### config.mk
export PLATFORM = sky130hd
export DESIGN_NAME = unary_add_ctrl
export DESIGN_NICKNAME = d
export VERILOG_FILES = /design/src/rtl/unary_add_pkg.sv /design/src/rtl/ua_rr_arb.sv /design/src/rtl/unary_add_ctrl.sv
export SDC_FILE = /design/constraint.sdc
export NUM_CORES = 1
export LEC_CHECK = 0
export CORE_MARGIN = 2
export CORE_UTILIZATION = 35
export CTS_BUF_LIST = sky130_fd_sc_hd__clkbuf_4 sky130_fd_sc_hd__clkbuf_8
export DETAILED_ROUTE_END_ITERATION = 8
export DONT_BUFFER_PORTS = 1
export PLACE_DENSITY = 0.6
export REMOVE_ABC_BUFFERS = 1
export SYNTH_ARGS = -nofsm -noshare
export SYNTH_HDL_FRONTEND = slang
export SYNTH_SLANG_ARGS = --single-unit
### constraint.sdc
create_clock -name clk -period 4.52 [get_ports clk]
set_input_delay 0.904 -clock clk [delete_from_list [all_inputs] [get_ports clk]]
set_output_delay 0.904 -clock clk [all_outputs]
set_load 0.01 [all_outputs]
### src/rtl/unary_add_pkg.sv
// Shared types and constants for the unary add/drain transaction controller.
package unary_add_pkg;

  localparam int unsigned UA_CNT_W = 9;
  localparam int unsigned UA_PH_W  = 10;

  typedef enum logic [1:0] {
    ST_IDLE  = 2'd0,
    ST_ACC   = 2'd1,
    ST_DRAIN = 2'd2,
    ST_RESP  = 2'd3
  } ua_ctrl_state_t;

  // Requester index width; never narrower than one bit.
  function automatic int unsigned ua_id_w(input int unsigned n);
    return (n <= 2) ? 1 : $clog2(n);
  endfunction

endpackage

### src/rtl/ua_rr_arb.sv
// Combinational round-robin picker: first set request at or after ptr_i, wrapping.
module ua_rr_arb
  import unary_add_pkg::*;
#(
  parameter int unsigned NUM_REQ = 4,
  parameter int unsigned ID_W    = ua_id_w(NUM_REQ)
) (
  input  logic [NUM_REQ-1:0] req_i,
  input  logic [ID_W-1:0]    ptr_i,
  output logic [NUM_REQ-1:0] gnt_c_o,
  output logic [ID_W-1:0]    idx_c_o,
  output logic               valid_c_o
);

  int unsigned cand;

  always_comb begin
    gnt_c_o   = '0;
    idx_c_o   = '0;
    valid_c_o = 1'b0;
    cand      = 0;
    for (int unsigned off = 0; off < NUM_REQ; off++) begin
      cand = (32'(ptr_i) + off) % NUM_REQ;
      if (!valid_c_o && req_i[ID_W'(cand)]) begin
        valid_c_o              = 1'b1;
        idx_c_o                = ID_W'(cand);
        gnt_c_o[ID_W'(cand)]   = 1'b1;
      end
    end
  end

endmodule

### src/rtl/unary_add_ctrl.sv
// Shares one unary add/drain core among NUM_REQ requesters: arbitrate, accumulate
// for ACC_LEN cycles, drain the core back to binary, return the count on a valid/ready port.
module unary_add_ctrl
  import unary_add_pkg::*;
#(
  parameter  int unsigned NUM_REQ = 4,
  parameter  int unsigned CNT_W   = UA_CNT_W,
  parameter  int unsigned ACC_LEN = 16,
  localparam int unsigned ID_W    = ua_id_w(NUM_REQ)
) (
  input  logic               clk,
  input  logic               rst_n,
  input  logic [NUM_REQ-1:0] req_i,
  input  logic [NUM_REQ-1:0] a_in_i,
  input  logic [NUM_REQ-1:0] b_in_i,
  output logic [NUM_REQ-1:0] gnt_o,
  output logic               add_en_o,
  output logic               add_rw_o,
  output logic               add_a_o,
  output logic               add_b_o,
  input  logic               add_dout_i,
  input  logic               add_c_i,
  output logic               res_valid_o,
  input  logic               res_ready_i,
  output logic [CNT_W-1:0]   res_data_o,
  output logic               res_ovf_o,
  output logic [ID_W-1:0]    res_id_o,
  output logic               busy_o
);

  localparam logic [UA_PH_W-1:0] ACC_LAST = UA_PH_W'(ACC_LEN - 1);

  ua_ctrl_state_t       state_q, state_d;
  logic [ID_W-1:0]      gid_q, gid_d;
  logic [ID_W-1:0]      rr_q, rr_d;
  logic [UA_PH_W-1:0]   ph_q, ph_d;
  logic [CNT_W-1:0]     cnt_q, cnt_d;
  logic                 ovf_q, ovf_d;
  logic [NUM_REQ-1:0]   gnt_q, gnt_d;

  logic [NUM_REQ-1:0]   arb_gnt;
  logic [ID_W-1:0]      arb_idx;
  logic                 arb_valid;

  ua_rr_arb #(
    .NUM_REQ (NUM_REQ),
    .ID_W    (ID_W)
  ) u_arb (
    .req_i     (req_i),
    .ptr_i     (rr_q),
    .gnt_c_o   (arb_gnt),
    .idx_c_o   (arb_idx),
    .valid_c_o (arb_valid)
  );

  always_ff @(posedge clk or negedge rst_n) begin
    if (!rst_n) begin
      state_q <= ST_IDLE;
      gid_q   <= '0;
      rr_q    <= '0;
      ph_q    <= '0;
      cnt_q   <= '0;
      ovf_q   <= 1'b0;
      gnt_q   <= '0;
    end else begin
      state_q <= state_d;
      gid_q   <= gid_d;
      rr_q    <= rr_d;
      ph_q    <= ph_d;
      cnt_q   <= cnt_d;
      ovf_q   <= ovf_d;
      gnt_q   <= gnt_d;
    end
  end

  // Next state plus core steering decoded from the current state.
  always_comb begin
    state_d     = state_q;
    gid_d       = gid_q;
    rr_d        = rr_q;
    ph_d        = ph_q;
    cnt_d       = cnt_q;
    ovf_d       = ovf_q;
    gnt_d       = gnt_q;
    add_en_o    = 1'b0;
    add_rw_o    = 1'b0;
    add_a_o     = 1'b0;
    add_b_o     = 1'b0;
    res_valid_o = 1'b0;
    case (state_q)
      ST_IDLE: begin
        if (arb_valid) begin
          state_d = ST_ACC;
          gid_d   = arb_idx;
          gnt_d   = arb_gnt;
          ph_d    = '0;
          cnt_d   = '0;
          ovf_d   = 1'b0;
        end
      end
      ST_ACC: begin
        add_en_o = 1'b1;
        add_a_o  = a_in_i[gid_q];
        add_b_o  = b_in_i[gid_q];
        ovf_d    = ovf_q | add_c_i;
        if (ph_q == ACC_LAST) begin
          ph_d    = '0;
          state_d = ST_DRAIN;
        end else begin
          ph_d = ph_q + UA_PH_W'(1);
        end
      end
      ST_DRAIN: begin
        add_en_o = 1'b1;
        add_rw_o = 1'b1;
        ovf_d    = ovf_q | add_c_i;
        // ph_q == 0 marks the first drain cycle, where the core output is still stale.
        if (ph_q == '0) begin
          ph_d = UA_PH_W'(1);
        end else if (add_dout_i) begin
          cnt_d = cnt_q + CNT_W'(1);
        end else begin
          state_d = ST_RESP;
        end
      end
      ST_RESP: begin
        res_valid_o = 1'b1;
        if (res_ready_i) begin
          state_d = ST_IDLE;
          gnt_d   = '0;
          rr_d    = (gid_q == ID_W'(NUM_REQ - 1)) ? '0 : gid_q + ID_W'(1);
        end
      end
      default: state_d = ST_IDLE;
    endcase
  end

  assign gnt_o      = gnt_q;
  assign res_data_o = cnt_q;
  assign res_ovf_o  = ovf_q;
  assign res_id_o   = gid_q;
  assign busy_o     = (state_q != ST_IDLE);

endmodule

==> impl_metrics.yaml <==
status:
  status: "complete, no violations"
floorplan:
  design.core.area_sq_um: 6280
  rows: 29
  start_util_pct: 35.8
  die_h_microns: 84.1
  fp.dieW_microns: 84.1
  ioPinCount: 39
  die-area_sq_um: 7070
sta:
  fmax_mhz: 296
  hold_viol: 0
  setup_ws_ps: 1140
  fin_worst_skew_ps: 5.44
  slew_violations: 0
  rsz0062_at_grt: "false"
  slew_headroom_pct: 33.6
  finalSetupViolations: 0
  period_needed_ps: 3380
  setup_tns_ps: 0
  worst_pin_slew_ps: 981
  holdWs_ps: 312
  fin_crit_sh_pct: 74.8
logic_synthesis:
  syn_area_sq_um: 2240
  ys_ff_latch: 30
  syn_avg_cell_area_sq_um: 9.31
  synth.most_common_cell: "dfrtp_1"
  synth_xor_area_share_pct: 0
  yosys_warnings: 0
  ys_seq_area_share_pct: 33.4
  synthArstFlopShare_pct: 100
  synth_top_family_by_area: "compound AO/OA/AOI/OAI gates"
  synthTopCellsByCount: "dfrtp_1, o31ai_1, ha_1, nand2_1, o21ai_0"
  synth_top_area_share_pct: 33.4
  synth_fa_ha_area_share_pct: 8.92
  synth_cell_types: 45
  synth.area.top_cells: "dfrtp_1, ha_1, o31ai_1"
  synth_compound_area_share_pct: 23.4
  synthCells: 241
  synthSimpleGateAreaFrac_pct: 20.7
  synth_edf_count: 0
  synth_top_flop_cell: "dfrtp_1"
  synthMuxAreaShare_pct: 8.81
  yosysTopAreaCell: "dfrtp_1"
routing:
  top_layer: "met4"
  wl_met3_microns: 397
  firstDrtPassIters: 4
  drtIter0Drc: 68
  routed_via_density: 6.00
  vias: 1885
  drcViolationCount: 0
  drt-total-wl_microns: 5110
  drtAntennaViolNets: 0
  wl_met2_microns: 2200
  drt-met1-wl_microns: 2420
  wire_per_inst_microns: 16.3
run:
  drv_cap: 0
clock_tree:
  clk_pin_slew_worst_paths_ps: 70
  cts_setup_buffers: 0
  post_cts_resized: 0
  cts-htree-levels: 2
  cts_tree: "built"
  clock_latency_ps: 280
  cts-root-buf: "clkbuf_8"
  clockBufferDepth: 2
  cts_buffers: 5
  cts_hold_buf: 0
  clock-sinks: 30
cells_and_area:
  stdcell_area_sq_um: 2400
  area_delta_synth_final_pct: 6.74
  drive_above_1_share_pct: 11.0
  fillCellCount: 635
  antenna_cells: 0
  final_nets: 269
grt:
  grt_overflow: 0
  grt.total_usage_pct: 15.0
  grt_pass1_vias: 1814
  grt_first_pass_wirelength_microns: 8750
  grt_max_degree: 31
  antenna_found_initial: 0
setup_path:
  start_kind: "register"
  cp_max_fo: 23
  cp-end-kind: "register"
  critPathKind: "reg2reg"
  slowest_delay_ps: 740
  arrival_ps: 3600
  cp_slowest_cell: "dfrtp_1"
  path_cells: "inv_1 > ha_1 > mux4_2 > or2_1 > a21oi_2 > buf_4 > nand2b_1 > a22o_1"
  cp.required_ps: 4740
placement:
  dp_worst_setup_slack_ps: 1150
  io_buffers: 0
  hpwl_microns: 3700
  place_area_sq_um: 2300
  gp_congestion: 0.784
power:
  power_density_nw_per_um2: 614
  ir_drop_v: 0.000341
  leakage_nw: 0.996
  power.total_mw: 1.47
hold_path:
  hold_path.class: "in2async"
sequential cells by signal, indices dropped and copies added (netlist names):
| name | flops |
|---|---|
| gnt_o | 4 |
| res_id_o | 2 |
| ph_q | 10 |
| res_ovf_o | 1 |
| state_q | 2 |
| res_data_o | 9 |
| rr_q | 2 |
critical path: cells and delay by family (launching register included):
kind                       cells  cell delay (ps)
adders and majority gates      1              490
buffers and inverters          2              540
DFF                            1              740
muxes                          1              430
AOI/OAI and AO/OA              2              610
and+or+nand+nor                2              510
final cells by class:
class	count	area [sq um]	area share, %
Sequential cell	30	751	31.3
Timing Repair Buffer	2	15.0	0.627
Tap cell	77	96.3	4.02
Inverter	13	48.8	2.04
Clock inverter	1	5.00	0.209
Multi-Input combinational cell	184	1390	58.0
Clock buffer	7	90.1	3.76
metrics by stage:
step,utilization [%],cells
final,38.2,314
after floorplan,-,227
after global routing,38.2,314
after global placement,36.7,306
after detailed placement,36.7,306
after CTS,38.2,314
worst paths after layout:
check                      slack (ps)             to  cells after the start    start
max                              1140       gnt_o[1]                      8  rr_q[0]
min                               310  res_data_o[2]                      0    rst_n
max reg2reg                      1140       gnt_o[1]                      8  rr_q[0]
min reg2reg                       490        ph_q[9]                      1  ph_q[9]
max in group asynchronous        4120    res_id_o[1]                      0    rst_n
min in group clk                  490        ph_q[9]                      1  ph_q[9]
report_power, final:
group | leakage, nW | switching (mW) | internal [mW]
registers | 0.399 | 0.124 | 0.329
clock network | 0.0517 | 0.0980 | 0.129
logic | 0.545 | 0.457 | 0.335
total | 0.996 | 0.679 | 0.793
metal layers:
metal | track usage, % | up-vias
met5 | 0 | -
met4 | 5.72 | 0
met3 | 5.54 | 8
met2 | 22.4 | 54
met1 | 19.8 | 913
li1 | - | 910
cells in the final DEF, fill, tap and decap left out, types with 5 or more instances in the layout:
cell type   n
o31ai_1    21
or4_1       7
dfrtp_1    30
o21ai_0    14
ha_1       16
clkbuf_8    6
nand2_1    16
nand3_1     7
nor2b_1    11
nor2_1     13
mux4_2      6
a221oi_1    5
a21oi_1     9
inv_1      13
kinds of logic (layout without fill, tap and decap cells):
logic type	Yosys count	in the layout
AO/OA/AOI/OAI	74	74
adder cells (fa/ha/maj)	16	16
buffers and inverters	27	23
flip-flops	30	30
multiplexers	12	12
AND/OR/NAND/NOR	82	82
(Power assumes the default switching activity.)
==> edit 1, RTL diff (config.mk and constraints unchanged) <==
Encoding of `ua_ctrl_state_t`: now one-hot (4 bits for 4 states).
--- a/src/rtl/unary_add_pkg.sv
+++ b/src/rtl/unary_add_pkg.sv
@@ -6,7 +6,7 @@
 
-  typedef enum logic [1:0] {
-    ST_IDLE  = 2'd0,
-    ST_ACC   = 2'd1,
-    ST_DRAIN = 2'd2,
-    ST_RESP  = 2'd3
+  typedef enum logic [3:0] {
+    ST_IDLE  = 4'b0001,
+    ST_ACC   = 4'b0010,
+    ST_DRAIN = 4'b0100,
+    ST_RESP  = 4'b1000
   } ua_ctrl_state_t;
Function: same outputs for any inputs over 10 cycles, from zero or initial values and one cycle with rst_n low; not proved beyond that.
==> edit 1 against the unedited design <==
- clock skew is 0.0053 ns higher
- routed wire length decreased by 6.8%
- synthesized area down 4.2%
- total power shrank 15%
- clock power up 24%
- worst setup slack better by 0.63 ns
- combinational power is 36% lower
- final area is 3.5% lower
- non-clock buffer count shrank 2
- critical path depth shrank 1
- final cell count is 3.2% lower
- global-route usage rose by 0.27 points
- sequential cell count rose by 2
- critical path type unchanged
- critical endpoint unchanged
- highest routed layer unchanged
==> edit 1: results (changes against the unedited design) <==
Parameter                              Value

Placed design
  Final estimated routing congestion in global placement ... 0.853 (+8.7%)
  Hpwl dp ... 3480 um (-5.9%)
  Number of port buffers ... 0 (unchanged)
  Cell area reported after detailed placement ... 2200 sq um (-4.4%)

Worst setup path
  Largest driver fanout on the critical path ... 18 (-22%)
  Data arrival at the endpoint of the critical path ... 2.97 ns (-0.63 ns)
  Slowest cell on the critical path ... sky130_fd_sc_hd__dfrtp_1
  Delay of the slowest cell on the worst path ... approximately 0.73 ns
  Reg2Reg Depth ... 7 (-1)
  Endpoint of the worst register-to-register path ... gnt_o[1]
  Crit Reg-Reg Startpoint ... rr_q[0]
  R2R Setup Slk ... 1.77 ns (+0.63 ns)

Synthesis
  Post-synthesis area per instance ... 9.31 sq um (about the same)
  Sequential fraction of the synthesis area ... 37.3% (+3.8 points)
  Most frequent cells after synthesis ... 31 x sky130_fd_sc_hd__dfrtp_1, 23 x sky130_fd_sc_hd__nand2_1, 19 x sky130_fd_sc_hd__nor2_1, 15 x sky130_fd_sc_hd__o21ai_0
  Biggest area contributors in the synthesized netlist ... sky130_fd_sc_hd__dfrtp_1 36%, sky130_fd_sc_hd__ha_1 6.4%, sky130_fd_sc_hd__mux4_2 4.2%, sky130_fd_sc_hd__nand2_1 4.0%, sky130_fd_sc_hd__o21ai_0 3.5%
  Number of distinct library cell variants in the gate-level netlist after synthesis ... 53 (+18%)

Global routing
  Routing usage on met2 ... 26.5% (+4.2 points)
  Pin count of the biggest net entering global routing ... 33 (+6.5%)
  Number of global-route vias before repair ... 1630 (-10%)
  Overall track demand over capacity in global routing ... 15.3% (+0.27 points)
  Met1 capacity usage during global routing ... 18.3% (-1.5 points)
  Wire length of the first global-routing pass ... 7980 um (-8.8%)
  Met3 Resource Use GR ... 4.13% (-1.4 points)

Cells and area
  Total Nets Final ... 256 (-4.8%)
  Final instance count without filler cells ... 304 (-3.2%)
  Inserted Diodes ... 0 (unchanged)
  Top register by number of flip-flops ... ph_q
  Share of cells above drive strength 1 ... 12.2% (+1.3 points)

Outcome
  Status ... complete, no violations

STA
  Maximum operating frequency ... 364 MHz (+23%)
  Post-route clock skew ... 0.0107 ns (+0.00525 ns)
  Max-slew headroom ... 32.8% (-0.80 points)
  Hold_ws ... 0.301 ns (-0.0111 ns)

Power and ir drop
  Leakage Power ... 0.000955 uW (-4.1%)
  Peak VDD IR ... 209 uV (-39%)

Clock network
  Source-to-sink clock delay at the later pin of the worst-skew pair ... 0.29 ns
  Master cell of the clock root buffer ... sky130_fd_sc_hd__clkbuf_8
  Setup repair bufs after CTS ... 0 (unchanged)
  Number of buffers added by the clock tree synthesis step ... 5 (unchanged)
  CTS H-tree lvls ... 2 (unchanged)

Routing
  Count of TritonRoute iterations in the first routing pass ... 4 (unchanged)
  1st-iter DRT viols ... 81 (+19%)
  Total vias in the final route ... 1687 (-11%)
  Drt wl/cell ... 15.7 um (-3.7%)

Worst hold path
  Class of the worst hold path ... primary input to asynchronous set/reset pin
edit 1: changes by cell type after synthesis, sizes merged, moves of 5 or more:
cell / delta
nor2b: -10
nor3: +5
nand2: +7
o31ai: -16
or4: -8
ha: -5
o21ai: +9
nor2: +6
edit 1: area by class of cell:
type	count	area, sq um
Fill cell	579	3610
Clock inverter	2	35.0
Tap cell	75	93.8
Clock buffer	6	76.3
Inverter	9	33.8
Sequential cell	32	802
Multi-Input combinational cell	180	1270
edit 1: power breakdown:
part           internal [uW]  switching (uW)  leakage [uW]
clock network            170             111     0.0000586
logic                    217             288      0.000467
registers                347             112      0.000430
total                    734             512      0.000955
edit 1: layer usage:
| metal | share of wire (%) | wire length [um] | up-vias |
|---|---|---|---|
| met2 | 51 | 2440 | 23 |
| met3 | 4.3 | 207 | 7 |
| met5 | 0 | 0 | - |
| met1 | 43 | 2060 | 819 |
| met4 | 1.2 | 57 | 0 |
| li1 | - | - | 838 |
edit 1: logic make-up (layout without fill, tap and decap cells):
| kind of cell | Yosys count | after routing | synth area share (%) |
|---|---|---|---|
| mux | 12 | 12 | 8.20 |
| flops | 32 | 32 | 37.3 |
| compound gates | 57 | 57 | 17.5 |
| fa+ha+maj | 11 | 11 | 6.40 |
| xor+xnor | 6 | 6 | 2.44 |
| buf+inv | 19 | 17 | 3.61 |
| simple gates | 94 | 94 | 24.6 |
edit 1: critical path: cells and delay by family, from the launching register on:
family | cells | cell delay, ns
compound gates | 2 | 0.31
fa+ha+maj | 1 | 0.49
buf+inv | 1 | 0.18
flops | 1 | 0.73
mux | 1 | 0.62
simple gates | 2 | 0.35
==> edit 2, RTL diff (same flow settings) <==
Made on the original files. `NUM_REQ` is set to 4 in 2 places; all go to 8.
--- a/src/rtl/ua_rr_arb.sv
+++ b/src/rtl/ua_rr_arb.sv
@@ -4,3 +4,3 @@
 #(
-  parameter int unsigned NUM_REQ = 4,
+  parameter int unsigned NUM_REQ = 8,
   parameter int unsigned ID_W    = ua_id_w(NUM_REQ)
--- a/src/rtl/unary_add_ctrl.sv
+++ b/src/rtl/unary_add_ctrl.sv
@@ -5,3 +5,3 @@
 #(
-  parameter  int unsigned NUM_REQ = 4,
+  parameter  int unsigned NUM_REQ = 8,
   parameter  int unsigned CNT_W   = UA_CNT_W,
Interface: changed (5 resized); port bits go from 39 to 56. No check against the original RTL was run, so the function may have changed too.
==> edit 2 against the unedited design <==
- sequential cell count is 6 higher
- final cell count is 69% higher
- total power is 110% higher
- synthesized cell count is 70% higher
- synthesized area is 63% higher
- final area is 60% higher
- worst setup slack worse by 0.14 ns
- utilization is 0.70 points lower
- routed wire length is 100% higher
- critical path depth is 1 higher
- largest cell class unchanged
==> edit 2: results (changes against the unedited design) <==
Parameter                              Value

Outcome
  Status ... complete, no violations

Cells and area
  Total Nets Final ... 440 (+64%)
  Filler cell count in the final layout ... 1035 (+63%)
  Largest register FFs ... 10 (unchanged)
  Top register by number of flip-flops ... ph_q
  Share of cells above drive strength 1 ... 14.1% (+3.2 points)

STA
  Slew at the pin closest to its max-slew limit ... 0.702 ns (-0.279 ns)
  Post-route clock skew ... 0.00777 ns (+0.00233 ns)
  Setup Total Neg Slack ... 0 ns (unchanged)

Synthesis
  Post-synthesis mux area share ... 19.8% (+11 points)
  Xor and xnor area share after synthesis ... 2.12% (+2.1 points)
  Number of distinct library cell variants in the gate-level netlist after synthesis ... 64 (+42%)
  Asr flop ratio synth ... 100% (unchanged)
  Sequential fraction of the synthesis area ... 24.7% (-8.8 points)
  Compound-gate portion of the synthesized area ... 20.3% (-3.1 points)
  Post-synthesis share of cell area spent on full adders, half adders and majority gates ... 5.48% (-3.4 points)
  Biggest area contributors in the synthesized netlist ... sky130_fd_sc_hd__dfrtp_1 25%, sky130_fd_sc_hd__mux4_2 10%, sky130_fd_sc_hd__ha_1 5.5%, sky130_fd_sc_hd__mux2i_1 4.7%, sky130_fd_sc_hd__o21ai_0 4.1%
  Gate count after technology mapping ... 409 (+70%)
  Most frequent cells after synthesis ... 36 x sky130_fd_sc_hd__dfrtp_1, 34 x sky130_fd_sc_hd__nor2_1, 33 x sky130_fd_sc_hd__nand2_1, 30 x sky130_fd_sc_hd__o21ai_0, 18 x sky130_fd_sc_hd__nand3_1

Worst setup path
  Data arrival at the endpoint of the critical path ... 3.69 ns (+0.09 ns)
  Largest driver fanout on the critical path ... 8 (-65%)

Power and ir drop
  Leakage Power ... 0.00151 uW (+51%)
  Peak VDD IR ... 328 uV (-3.8%)

Placed design
  Dpl cells ... 524 (+71%)
  Number of port buffers ... 0 (unchanged)
  Hpwl dp ... 7670 um (+110%)
  Setup slack after placement ... 0.980 ns (-0.175 ns)
  Final estimated routing congestion in global placement ... 0.971 (+24%)

Routing
  Overall routed net length ... 10400 um (+100%)
  Count of TritonRoute iterations in the first routing pass ... 5 (+1)
  Total vias in the final route ... 3297 (+75%)
  1st-iter DRT viols ... 375 (+450%)
  Via count normalized by instance count ... 6.20 (+3.2%)

Global routing
  Number of global-route vias before repair ... 3160 (+74%)
  Met3 Resource Use GR ... 3.31% (-2.2 points)
  Overall track demand over capacity in global routing ... 18.9% (+3.9 points)
  Wire length of the first global-routing pass ... 17200 um (+97%)
  Routing usage on met2 ... 31.7% (+9.3 points)
  Met1 capacity usage during global routing ... 24.9% (+5.1 points)
  Pin count of the biggest net entering global routing ... 42 (+35%)

Clock network
  Clock-pin slew reported for the worst setup and hold paths after clock tree synthesis ... about 0.080 ns
-- edit 2: final cells by class --
cell class / instances / area (sq um) / share of cell area [%]
clock buffers: 7 / 90.1 / 2.35
clock inverters: 1 / 7.51 / 0.196
inverters: 17 / 63.8 / 1.66
multi-input cells: 327 / 2540 / 66.3
flip-flops and latches: 36 / 901 / 23.5
well taps: 136 / 170 / 4.44
repair buffers: 8 / 60.1 / 1.57
-- edit 2: layer usage --
layer / up-vias / part of all wire (%)
li1: 1534 / -
met1: 1585 / 42
met2: 160 / 49
met3: 18 / 7.7
met4: 0 / 2.0
met5: - / 0
-- edit 2: worst max-delay path: stages (launching register included) --
cell                      delay [ns]
sky130_fd_sc_hd__dfrtp_1        0.36
sky130_fd_sc_hd__inv_1          0.09
sky130_fd_sc_hd__ha_1           0.48
sky130_fd_sc_hd__mux4_2         0.59
sky130_fd_sc_hd__mux2i_2        0.20
sky130_fd_sc_hd__or4b_4         0.53
sky130_fd_sc_hd__nor3_1         0.42
sky130_fd_sc_hd__a21o_1         0.35
sky130_fd_sc_hd__a21oi_1        0.10
sky130_fd_sc_hd__a221o_1        0.27
-- edit 2: worst paths after layout --
path	cells past startpoint	startpoint	endpoint	slack [ns]
min in group clk	1	ph_q[9]	ph_q[9]	0.50
worst max register to register	9	rr_q[2]	gnt_o[6]	1.0
max in group asynchronous	0	rst_n	gnt_o[0]	4.13
worst max-delay path	9	rr_q[2]	gnt_o[6]	1.0
worst min register to register	1	ph_q[9]	ph_q[9]	0.50
worst min-delay path	0	rst_n	state_q[0]	0.30
-- edit 2: power breakdown --
part / switching [uW] / internal [uW]
clock: 116 / 130
combinational: 1440 / 864
sequential: 98.9 / 395
-- edit 2: cell families after synthesis --
logic type,after synthesis
AOI/OAI and AO/OA,108
muxes,45
and+or+nand+nor,150
buffers and inverters,46
xor gates and xnor gates,8
DFF,36
adders and majority gates,16
-- edit 2: through the flow --
stage	hold WS [ns]	cell area (sq um)
global placement	0.489	3740
CTS	0.286	3830
finish	0.300	3830
floorplan	0.449	3510
global route	0.276	3830
detailed placement	0.485	3740
